`config.mk`:
```
export PLATFORM = sky130hd
export DESIGN_NAME = vc_buffer_bank
export DESIGN_NICKNAME = d
export VERILOG_FILES = /design/src/rtl/ravenoc_pkg.sv /design/src/rtl/fifo.sv /design/src/rtl/vc_rr_arbiter.sv /design/src/rtl/vc_buffer_bank.sv
export SDC_FILE = /design/constraint.sdc
export NUM_CORES = 1
export LEC_CHECK = 0
export CELL_PAD_IN_SITES_DETAIL_PLACEMENT = 1
export CELL_PAD_IN_SITES_GLOBAL_PLACEMENT = 2
export CORE_UTILIZATION = 25
export CTS_CLUSTER_DIAMETER = 40
export DETAILED_ROUTE_END_ITERATION = 8
export GPL_TIMING_DRIVEN = 1
export HOLD_SLACK_MARGIN = 0.05
export PLACE_DENSITY = 0.55
export RECOVER_POWER = 100
export SYNTH_ARGS = -nofsm -noshare
export SYNTH_HDL_FRONTEND = slang
export SYNTH_SLANG_ARGS = --single-unit
```
`constraint.sdc`:
```
create_clock -name clk -period 3.9 [get_ports clk]
set_input_delay 0.39 -clock clk [delete_from_list [all_inputs] [get_ports clk]]
set_output_delay 0.39 -clock clk [all_outputs]
set_load 0.02 [all_outputs]
```
`src/rtl/ravenoc_pkg.sv`:
```
// Shared NoC flit definitions: flit layout, flit types, sizing constants and arbiter states.
// Decode helpers keep the field extraction in one place for every consumer of raw flit words.
package ravenoc_pkg;

  localparam int FLIT_WIDTH = 34;
  localparam int FLIT_BUFF  = 4;
  localparam int PKT_SIZE_W = 8;
  localparam logic [PKT_SIZE_W-1:0] MIN_SIZE_FLIT = 8'd1;

  typedef enum logic [1:0] {
    HEAD_FLIT = 2'b00,
    BODY_FLIT = 2'b01,
    TAIL_FLIT = 2'b10
  } flit_type_t;

  typedef enum logic {
    ARB_IDLE   = 1'b0,
    ARB_LOCKED = 1'b1
  } arb_state_t;

  // pkt_size counts every flit of the packet, head included
  typedef struct packed {
    flit_type_t                           type_f;
    logic [PKT_SIZE_W-1:0]                pkt_size;
    logic [FLIT_WIDTH-PKT_SIZE_W-3:0]     payload;
  } s_flit_head_data_t;

  function automatic flit_type_t flit_type(input logic [FLIT_WIDTH-1:0] f);
    s_flit_head_data_t h;
    h = s_flit_head_data_t'(f);
    return h.type_f;
  endfunction

  function automatic logic flit_is_multi_head(input logic [FLIT_WIDTH-1:0] f);
    s_flit_head_data_t h;
    h = s_flit_head_data_t'(f);
    return (h.type_f == HEAD_FLIT) && (h.pkt_size != MIN_SIZE_FLIT);
  endfunction

endpackage

```
`src/rtl/fifo.sv`:
```
// Generic synchronous FIFO, SLOTS a power of two; head word visible one cycle after its write.
// Writes while full and reads while empty are ignored; no write-through when full.
module fifo #(
  parameter int SLOTS = 4,
  parameter int WIDTH = 8
) (
  input  logic             clk,
  input  logic             arst,
  input  logic             write_i,
  input  logic             read_i,
  input  logic [WIDTH-1:0] data_i,
  output logic [WIDTH-1:0] data_o,
  output logic             full_o,
  output logic             empty_o
);

  localparam int PTR_W = $clog2(SLOTS);

  logic [WIDTH-1:0] mem_q [SLOTS];
  logic [PTR_W:0]   wr_ptr_q, wr_ptr_d;
  logic [PTR_W:0]   rd_ptr_q, rd_ptr_d;
  logic             do_wr, do_rd;

  // Extra pointer bit distinguishes full from empty when the indices match
  assign full_o  = (wr_ptr_q[PTR_W] != rd_ptr_q[PTR_W]) &&
                   (wr_ptr_q[PTR_W-1:0] == rd_ptr_q[PTR_W-1:0]);
  assign empty_o = (wr_ptr_q == rd_ptr_q);
  assign do_wr   = write_i && !full_o;
  assign do_rd   = read_i && !empty_o;
  assign data_o  = mem_q[rd_ptr_q[PTR_W-1:0]];

  always_comb begin
    wr_ptr_d = wr_ptr_q;
    rd_ptr_d = rd_ptr_q;
    if (do_wr) wr_ptr_d = wr_ptr_q + (PTR_W+1)'(1);
    if (do_rd) rd_ptr_d = rd_ptr_q + (PTR_W+1)'(1);
  end

  always_ff @(posedge clk or posedge arst) begin
    if (arst) begin
      wr_ptr_q <= '0;
      rd_ptr_q <= '0;
    end else begin
      wr_ptr_q <= wr_ptr_d;
      rd_ptr_q <= rd_ptr_d;
    end
  end

  always_ff @(posedge clk) begin
    if (do_wr) mem_q[wr_ptr_q[PTR_W-1:0]] <= data_i;
  end

endmodule

```
`src/rtl/vc_rr_arbiter.sv`:
```
// Packet-granular round-robin grant over VC requests; grant is combinational from registered state.
// A presented but unpopped grant is held, and a multi-flit packet keeps the grant until its tail pops.
module vc_rr_arbiter
  import ravenoc_pkg::*;
#(
  parameter  int N_VC   = 2,
  localparam int VC_IDW = $clog2(N_VC > 1 ? N_VC : 2)
) (
  input  logic              clk,
  input  logic              arst,
  input  logic [N_VC-1:0]   req_i,
  input  logic              pop_i,
  input  logic              pop_multi_head_i,
  input  logic              pop_tail_i,
  output logic              gnt_vld_o,
  output logic [VC_IDW-1:0] gnt_o
);

  localparam logic [0:0] S_IDLE   = ARB_IDLE;
  localparam logic [0:0] S_LOCKED = ARB_LOCKED;

  logic [0:0]        state_q, state_d;
  logic [VC_IDW-1:0] ptr_q, ptr_d;
  logic [VC_IDW-1:0] lock_vc_q, lock_vc_d;
  logic              hold_q, hold_d;
  logic [VC_IDW-1:0] hold_vc_q, hold_vc_d;
  logic [VC_IDW-1:0] pick;
  logic              found;
  int                idx;

  function automatic logic [VC_IDW-1:0] next_vc(input logic [VC_IDW-1:0] v);
    return (int'(v) == N_VC - 1) ? '0 : v + VC_IDW'(1);
  endfunction

  always_comb begin
    pick  = ptr_q;
    found = 1'b0;
    idx   = 0;
    for (int i = 0; i < N_VC; i++) begin
      idx = int'(ptr_q) + i;
      if (idx >= N_VC) idx = idx - N_VC;
      if (!found && req_i[idx]) begin
        found = 1'b1;
        pick  = VC_IDW'(idx);
      end
    end
  end

  // A new request ahead of a waiting grant must not steal the output
  always_comb begin
    gnt_o     = pick;
    gnt_vld_o = found;
    if (state_q == S_LOCKED) begin
      gnt_o     = lock_vc_q;
      gnt_vld_o = req_i[lock_vc_q];
    end else if (hold_q) begin
      gnt_o     = hold_vc_q;
      gnt_vld_o = 1'b1;
    end
  end

  always_comb begin
    state_d   = state_q;
    ptr_d     = ptr_q;
    lock_vc_d = lock_vc_q;
    hold_d    = (state_q == S_IDLE) && gnt_vld_o && !pop_i;
    hold_vc_d = gnt_o;
    if (gnt_vld_o && pop_i) begin
      if (state_q == S_IDLE) begin
        if (pop_multi_head_i) begin
          state_d   = S_LOCKED;
          lock_vc_d = gnt_o;
        end else begin
          ptr_d = next_vc(gnt_o);
        end
      end else if (pop_tail_i) begin
        state_d = S_IDLE;
        ptr_d   = next_vc(lock_vc_q);
      end
    end
  end

  always_ff @(posedge clk or posedge arst) begin
    if (arst) begin
      state_q   <= S_IDLE;
      ptr_q     <= '0;
      lock_vc_q <= '0;
      hold_q    <= 1'b0;
      hold_vc_q <= '0;
    end else begin
      state_q   <= state_d;
      ptr_q     <= ptr_d;
      lock_vc_q <= lock_vc_d;
      hold_q    <= hold_d;
      hold_vc_q <= hold_vc_d;
    end
  end

endmodule

```
`src/rtl/vc_buffer_bank.sv`:
```
// Router input-port buffer: per-VC flit FIFOs with wormhole write locks, merged by a packet-granular RR arbiter.
// Flits reach fdata_o one cycle after write at the earliest; VC_BUFFER_OCCUPANCY_EN adds per-VC counts on vc_occ_o.
module vc_buffer_bank
  import ravenoc_pkg::*;
#(
  parameter  int N_VC       = 2,
  parameter  int BUFF_DEPTH = FLIT_BUFF,
  parameter  int FLIT_W     = FLIT_WIDTH,
  localparam int VC_IDW     = $clog2(N_VC > 1 ? N_VC : 2),
  localparam int OCC_W      = $clog2(BUFF_DEPTH + 1)
) (
  input  logic                   clk,
  input  logic                   arst,
  input  logic [FLIT_W-1:0]      fdata_i,
  input  logic [VC_IDW-1:0]      vc_id_i,
  input  logic                   valid_i,
  output logic                   ready_o,
  output logic [FLIT_W-1:0]      fdata_o,
  output logic [VC_IDW-1:0]      vc_id_o,
  output logic                   valid_o,
  input  logic                   ready_i,
`ifdef VC_BUFFER_OCCUPANCY_EN
  output logic [N_VC*OCC_W-1:0]  vc_occ_o,
`endif
  output logic [N_VC-1:0]        vc_full_o
);

  logic [N_VC-1:0]   full, empty;
  logic [N_VC-1:0]   wlock_q, wlock_d;
  logic [N_VC-1:0]   wr_vec, pop_vec;
  logic [FLIT_W-1:0] vc_dat [N_VC];
  logic [FLIT_W-1:0] head_dat;
  logic              sel_full, sel_wlock;
  logic              wr_en, pop, gnt_vld;
  logic [VC_IDW-1:0] grant;
  flit_type_t        in_type;
  logic              in_multi;
  logic              out_multi, out_tail;

  assign in_type  = flit_type(fdata_i[FLIT_WIDTH-1:0]);
  assign in_multi = flit_is_multi_head(fdata_i[FLIT_WIDTH-1:0]);

  // Out-of-range VC ids fall through to the "full" default and are never accepted
  always_comb begin
    sel_full  = 1'b1;
    sel_wlock = 1'b0;
    for (int v = 0; v < N_VC; v++) begin
      if (vc_id_i == VC_IDW'(v)) begin
        sel_full  = full[v];
        sel_wlock = wlock_q[v];
      end
    end
  end

  assign ready_o = !sel_full && ((in_type != HEAD_FLIT) || !sel_wlock);
  assign wr_en   = valid_i && ready_o;
  assign pop     = gnt_vld && ready_i;

  always_comb begin
    wlock_d = wlock_q;
    wr_vec  = '0;
    pop_vec = '0;
    for (int v = 0; v < N_VC; v++) begin
      wr_vec[v]  = wr_en && (vc_id_i == VC_IDW'(v));
      pop_vec[v] = pop && (grant == VC_IDW'(v));
      if (wr_vec[v]) begin
        if (in_type == HEAD_FLIT && in_multi) wlock_d[v] = 1'b1;
        else if (in_type == TAIL_FLIT)        wlock_d[v] = 1'b0;
      end
    end
  end

  always_ff @(posedge clk or posedge arst) begin
    if (arst) wlock_q <= '0;
    else      wlock_q <= wlock_d;
  end

  for (genvar v = 0; v < N_VC; v++) begin : g_vc
    fifo #(
      .SLOTS (BUFF_DEPTH),
      .WIDTH (FLIT_W)
    ) u_fifo (
      .clk     (clk),
      .arst    (arst),
      .write_i (wr_vec[v]),
      .read_i  (pop_vec[v]),
      .data_i  (fdata_i),
      .data_o  (vc_dat[v]),
      .full_o  (full[v]),
      .empty_o (empty[v])
    );
  end

  assign head_dat  = vc_dat[grant];
  assign out_multi = flit_is_multi_head(head_dat[FLIT_WIDTH-1:0]);
  assign out_tail  = (flit_type(head_dat[FLIT_WIDTH-1:0]) == TAIL_FLIT);

  vc_rr_arbiter #(
    .N_VC (N_VC)
  ) u_arb (
    .clk              (clk),
    .arst             (arst),
    .req_i            (~empty),
    .pop_i            (pop),
    .pop_multi_head_i (out_multi),
    .pop_tail_i       (out_tail),
    .gnt_vld_o        (gnt_vld),
    .gnt_o            (grant)
  );

  // Storage is not reset, so the data path is masked while nothing is offered
  assign valid_o   = gnt_vld;
  assign fdata_o   = gnt_vld ? head_dat : '0;
  assign vc_id_o   = grant;
  assign vc_full_o = full;

`ifdef VC_BUFFER_OCCUPANCY_EN
  logic [OCC_W-1:0] occ_q [N_VC];
  logic [OCC_W-1:0] occ_d [N_VC];

  always_comb begin
    for (int v = 0; v < N_VC; v++) begin
      occ_d[v] = occ_q[v];
      if (wr_vec[v] && !pop_vec[v])      occ_d[v] = occ_q[v] + OCC_W'(1);
      else if (!wr_vec[v] && pop_vec[v]) occ_d[v] = occ_q[v] - OCC_W'(1);
    end
  end

  always_ff @(posedge clk or posedge arst) begin
    if (arst) begin
      for (int v = 0; v < N_VC; v++) occ_q[v] <= '0;
    end else begin
      for (int v = 0; v < N_VC; v++) occ_q[v] <= occ_d[v];
    end
  end

  for (genvar v = 0; v < N_VC; v++) begin : g_occ
    assign vc_occ_o[v*OCC_W +: OCC_W] = occ_q[v];
  end
`endif

`ifndef NO_ASSERTIONS
  a_no_overflow: assert property (@(posedge clk) disable iff (arst)
    (wr_vec & full) == '0);
  a_no_underflow: assert property (@(posedge clk) disable iff (arst)
    (pop_vec & empty) == '0);
  a_body_needs_lock: assert property (@(posedge clk) disable iff (arst)
    (wr_en && in_type != HEAD_FLIT) |-> sel_wlock);
  a_head_unlocked: assert property (@(posedge clk) disable iff (arst)
    (wr_en && in_type == HEAD_FLIT) |-> !sel_wlock);
  a_out_stable: assert property (@(posedge clk) disable iff (arst)
    (valid_o && !ready_i) |=> (valid_o && $stable(fdata_o) && $stable(vc_id_o)));
`endif

endmodule
```
==> metrics.csv <==
stage,metric,value,unit
worst_setup_path,CP Capture Type,primary output,
global_route,vias in the first global route,6871,
sta,Final period util,96.7,%
sta,Max transition margin,11.3,%
finish,"most common cell after layout, fill and taps aside",edfxtp_1,
sta,setup violators final,0,
floorplanning,starting density of the core,25.5,%
power,leakage,4.84,nW
finish,final core utilization,32.2,%
worst_setup_path,worst r2r src,g_vc[1].u_fifo.rd_ptr_q[2]$_DFFE_PP0P_,
worst_setup_path,required time worst endpoint,3.51,ns
sta,Max Transition Viols Final,0,
detailed_routing,Detail Route Antenna Nets,0,
flow_run,max cap viols,0,
worst_setup_path,critical path arrival,3.38,ns
sta,RSZ-0062 raised after global routing,false,
sta,Worst Max-Slew Pin Slew,1.33,ns
synthesis,Mapped Nets,644,
finish,layout cell share with drive strength beyond 1,27.4,%
clock_tree,Inserted Clock Buffers,44,
finish,P&R area growth vs syn,26.0,%
power,PD cells,899,nW/um^2
synthesis,Yosys reg bits,291,
worst_setup_path,Setup Crit Path Kind,reg2out,
sta,Max Fclk,0.265,GHz
synthesis,Synth Warn #,0,
worst_setup_path,worst-path fanout max,37,
min_path,Worst Hold Class,in2async,
synthesis,Post-Syn Area,11700,um^2
clock_tree,clk slew on worst S/H paths,0.05,ns
clock_tree,CTS tree,built,
floorplanning,Die W,218,um
global_route,GRT Util Overall,13.0,%
floorplanning,Core ar.,45800,um^2
worst_setup_path,CP Launch Point,g_vc[1].u_fifo.rd_ptr_q[2]$_DFFE_PP0P_,
global_route,largest net degree at the start of global routing,38,
floorplanning,chip height,218,um
power,worst IR drop on VDD,0.384,mV
synthesis,"Avg Cell Area, Syn",19.6,um^2
sta,Fin Setup TNS,0,ns
synthesis,share of flip-flops with an asynchronous set or reset,6.53,%
placed_design,Final Wtd Congestion,0.707,
placed_design,PortBufs,77,
finish,nets@finish,761,
finish,"commonest cells after routing, fill and taps aside","272 x edfxtp_1, 68 x mux4_2, 65 x nand2_1, 46 x clkbuf_16, 42 x dlygate4sd3_1",
detailed_routing,1st-pass router iterations,4,
floorplanning,row count,78,
status,status,finished clean,
floorplanning,DIE AREA,47600,um^2
global_route,first-pass GRT wire length,44800,um
synthesis,synth unique cells,47,
global_route,initial antenna violation count,2,
clock_tree,hold_buf cts,0,
detailed_routing,Routed WL per cell,22.0,um
placed_design,DP Worst Slack,0.319,ns
sta,count of final hold-check violations,0,
sta,Worst Slack Setup Final,0.130,ns
synthesis,Post-synth EDFFs,272,
placed_design,dpl hpwl,17700,um
detailed_routing,# DRC,0,
detailed_routing,initial detailed-routing violation count,440,
clock_tree,Clock Sinks,291,
synthesis,Syn Inst Count,595,
detailed_routing,Vias,6047,
detailed_routing,vias per std cell,4.49,
power,Final Power,0.0132,W
synthesis,Most used DFF post-synth,edfxtp_1,
synthesis,sequential share of the synthesized area,73.9,%
clock_tree,clock latency on the worst-skew pair,0.56,ns
worst_setup_path,Worst Setup Start Kind,flip-flop,
global_route,GR Overflow Total,0,
clock_tree,H-Tree Level Count,2,
clock_tree,CTS root buf,clkbuf_16,
floorplanning,io pins,78,
detailed_routing,final WL,29600,um
clock_tree,largest buffer count on any clock path,3,
sta,Max Clock Skew,0.0180,ns
sta,minimum clock period after layout,3.77,ns
-- state kept, by name (all words and copies together), names as in the netlist --
signal,count
u_arb.hold_q,1
u_arb.state_q,1
wlock_q,2
u_arb.hold_vc_q,1
g_vc.u_fifo.wr_ptr_q,6
g_vc.u_fifo.rd_ptr_q,6
u_arb.lock_vc_q,1
u_arb.ptr_q,1
g_vc.u_fifo.mem_q,272
-- per-stage QoR --
step	cells	hold WS, ns	area, um^2
6_report	1348	0.442	14700
5_1_grt	1348	0.505	14700
4_1_cts	1347	0.299	15000
3_5_place_dp	1266	0.486	13400
3_3_place_gp	1266	0.480	13400
2_1_floorplan	595	0.341	11700
-- routing by layer --
layer	routed length (um)	part of all wire (%)	track usage, %	up-vias
met5	0	0	0	-
met4	629	2.1	4.85	0
met3	1460	4.9	2.76	48
met2	15300	52	22.4	135
met1	12300	41	15.7	3245
li1	-	-	-	2619
-- worst max-delay path: stages (launching register included) --
cell and delay, ns:
dfrtp_1 0.39, xnor2_1 0.30, and3_1 0.23, maj3_2 0.17
o31a_2 0.17, buf_4 0.47, nand2_1 0.10, a21oi_1 0.31
clkdlybuf4s50_1 0.67
-- cell families after synthesis --
family | share of synthesized area, %
compound gates | 3.67
xor+xnor | 1.21
flops | 73.9
mux | 13.5
fa+ha+maj | 1.17
buf+inv | 1.97
simple gates | 4.58
-- timing repair --
| item | in CTS | in global routing |
|---|---|---|
| setup endpoints to repair | 31 | 22 |
| resized for setup | 7 | 6 |
| setup buffers | 0 | 0 |
-- area by class of cell --
cell class              instances  area (um^2)
fillers                      4570        31000
flip-flops and latches        291         8650
multi-input cells             263         2810
clock buffers                  50         1170
repair buffers                102          905
well taps                     600          751
clock inverters                31          410
inverters                      10         42.5
diodes                          1         2.50
-- power by group --
part | internal, W | total (W) | switching, W
sequential | 0.00385 | 0.00402 | 0.000171
clock | 0.00270 | 0.00417 | 0.00147
combinational | 0.00209 | 0.00505 | 0.00296
total | 0.00864 | 0.0132 | 0.00460
-- path summary, 6_finish.rpt --
kind	endpoint	slack (ns)	depth (start not counted)
setup / recovery	fdata_o[1]	0.13	8
hold / removal	g_vc[0].u_fifo.rd_ptr_q[0]$_DFFE_PP0P_	0.44	2
setup reg to reg	g_vc[1].u_fifo.mem_q[3][24]$_DFFE_PP_	0.38	6
hold reg to reg	g_vc[1].u_fifo.rd_ptr_q[2]$_DFFE_PP0P_	0.49	1
max in group asynchronous	g_vc[1].u_fifo.rd_ptr_q[1]$_DFFE_PP0P_	2.90	2
min in group clk	g_vc[1].u_fifo.rd_ptr_q[2]$_DFFE_PP0P_	0.49	1
-- cell usage after synthesis (2+ instances only) --
library cell / n / area, um^2
nor2_1: 3 / 11.3
dfrtp_1: 19 / 475
buf_6: 7 / 78.8
ha_1: 10 / 125
edfxtp_1: 272 / 8170
nand3_1: 2 / 10.0
clkbuf_1: 9 / 33.8
a211oi_2: 2 / 25.0
buf_2: 10 / 50.1
mux2_1: 2 / 22.5
nor3_1: 3 / 15.0
a21oi_1: 23 / 115
o21ai_0: 2 / 10.0
nor4b_1: 2 / 17.5
buf_1: 2 / 7.51
nand2b_1: 2 / 12.5
a2111oi_1: 2 / 20.0
xor2_1: 2 / 17.5
xnor2_1: 11 / 96.3
nand2_2: 10 / 62.6
nand4_1: 2 / 12.5
nand2_1: 65 / 244
nand3_2: 3 / 30.0
a21oi_2: 19 / 166
inv_1: 9 / 33.8
a21o_1: 2 / 15.0
and2_1: 8 / 50.1
nor4_1: 3 / 18.8
mux4_2: 68 / 1530
mux2i_1: 2 / 20.0
buf_4: 3 / 22.5
Note: power is estimated with default switching activity, not from simulation.
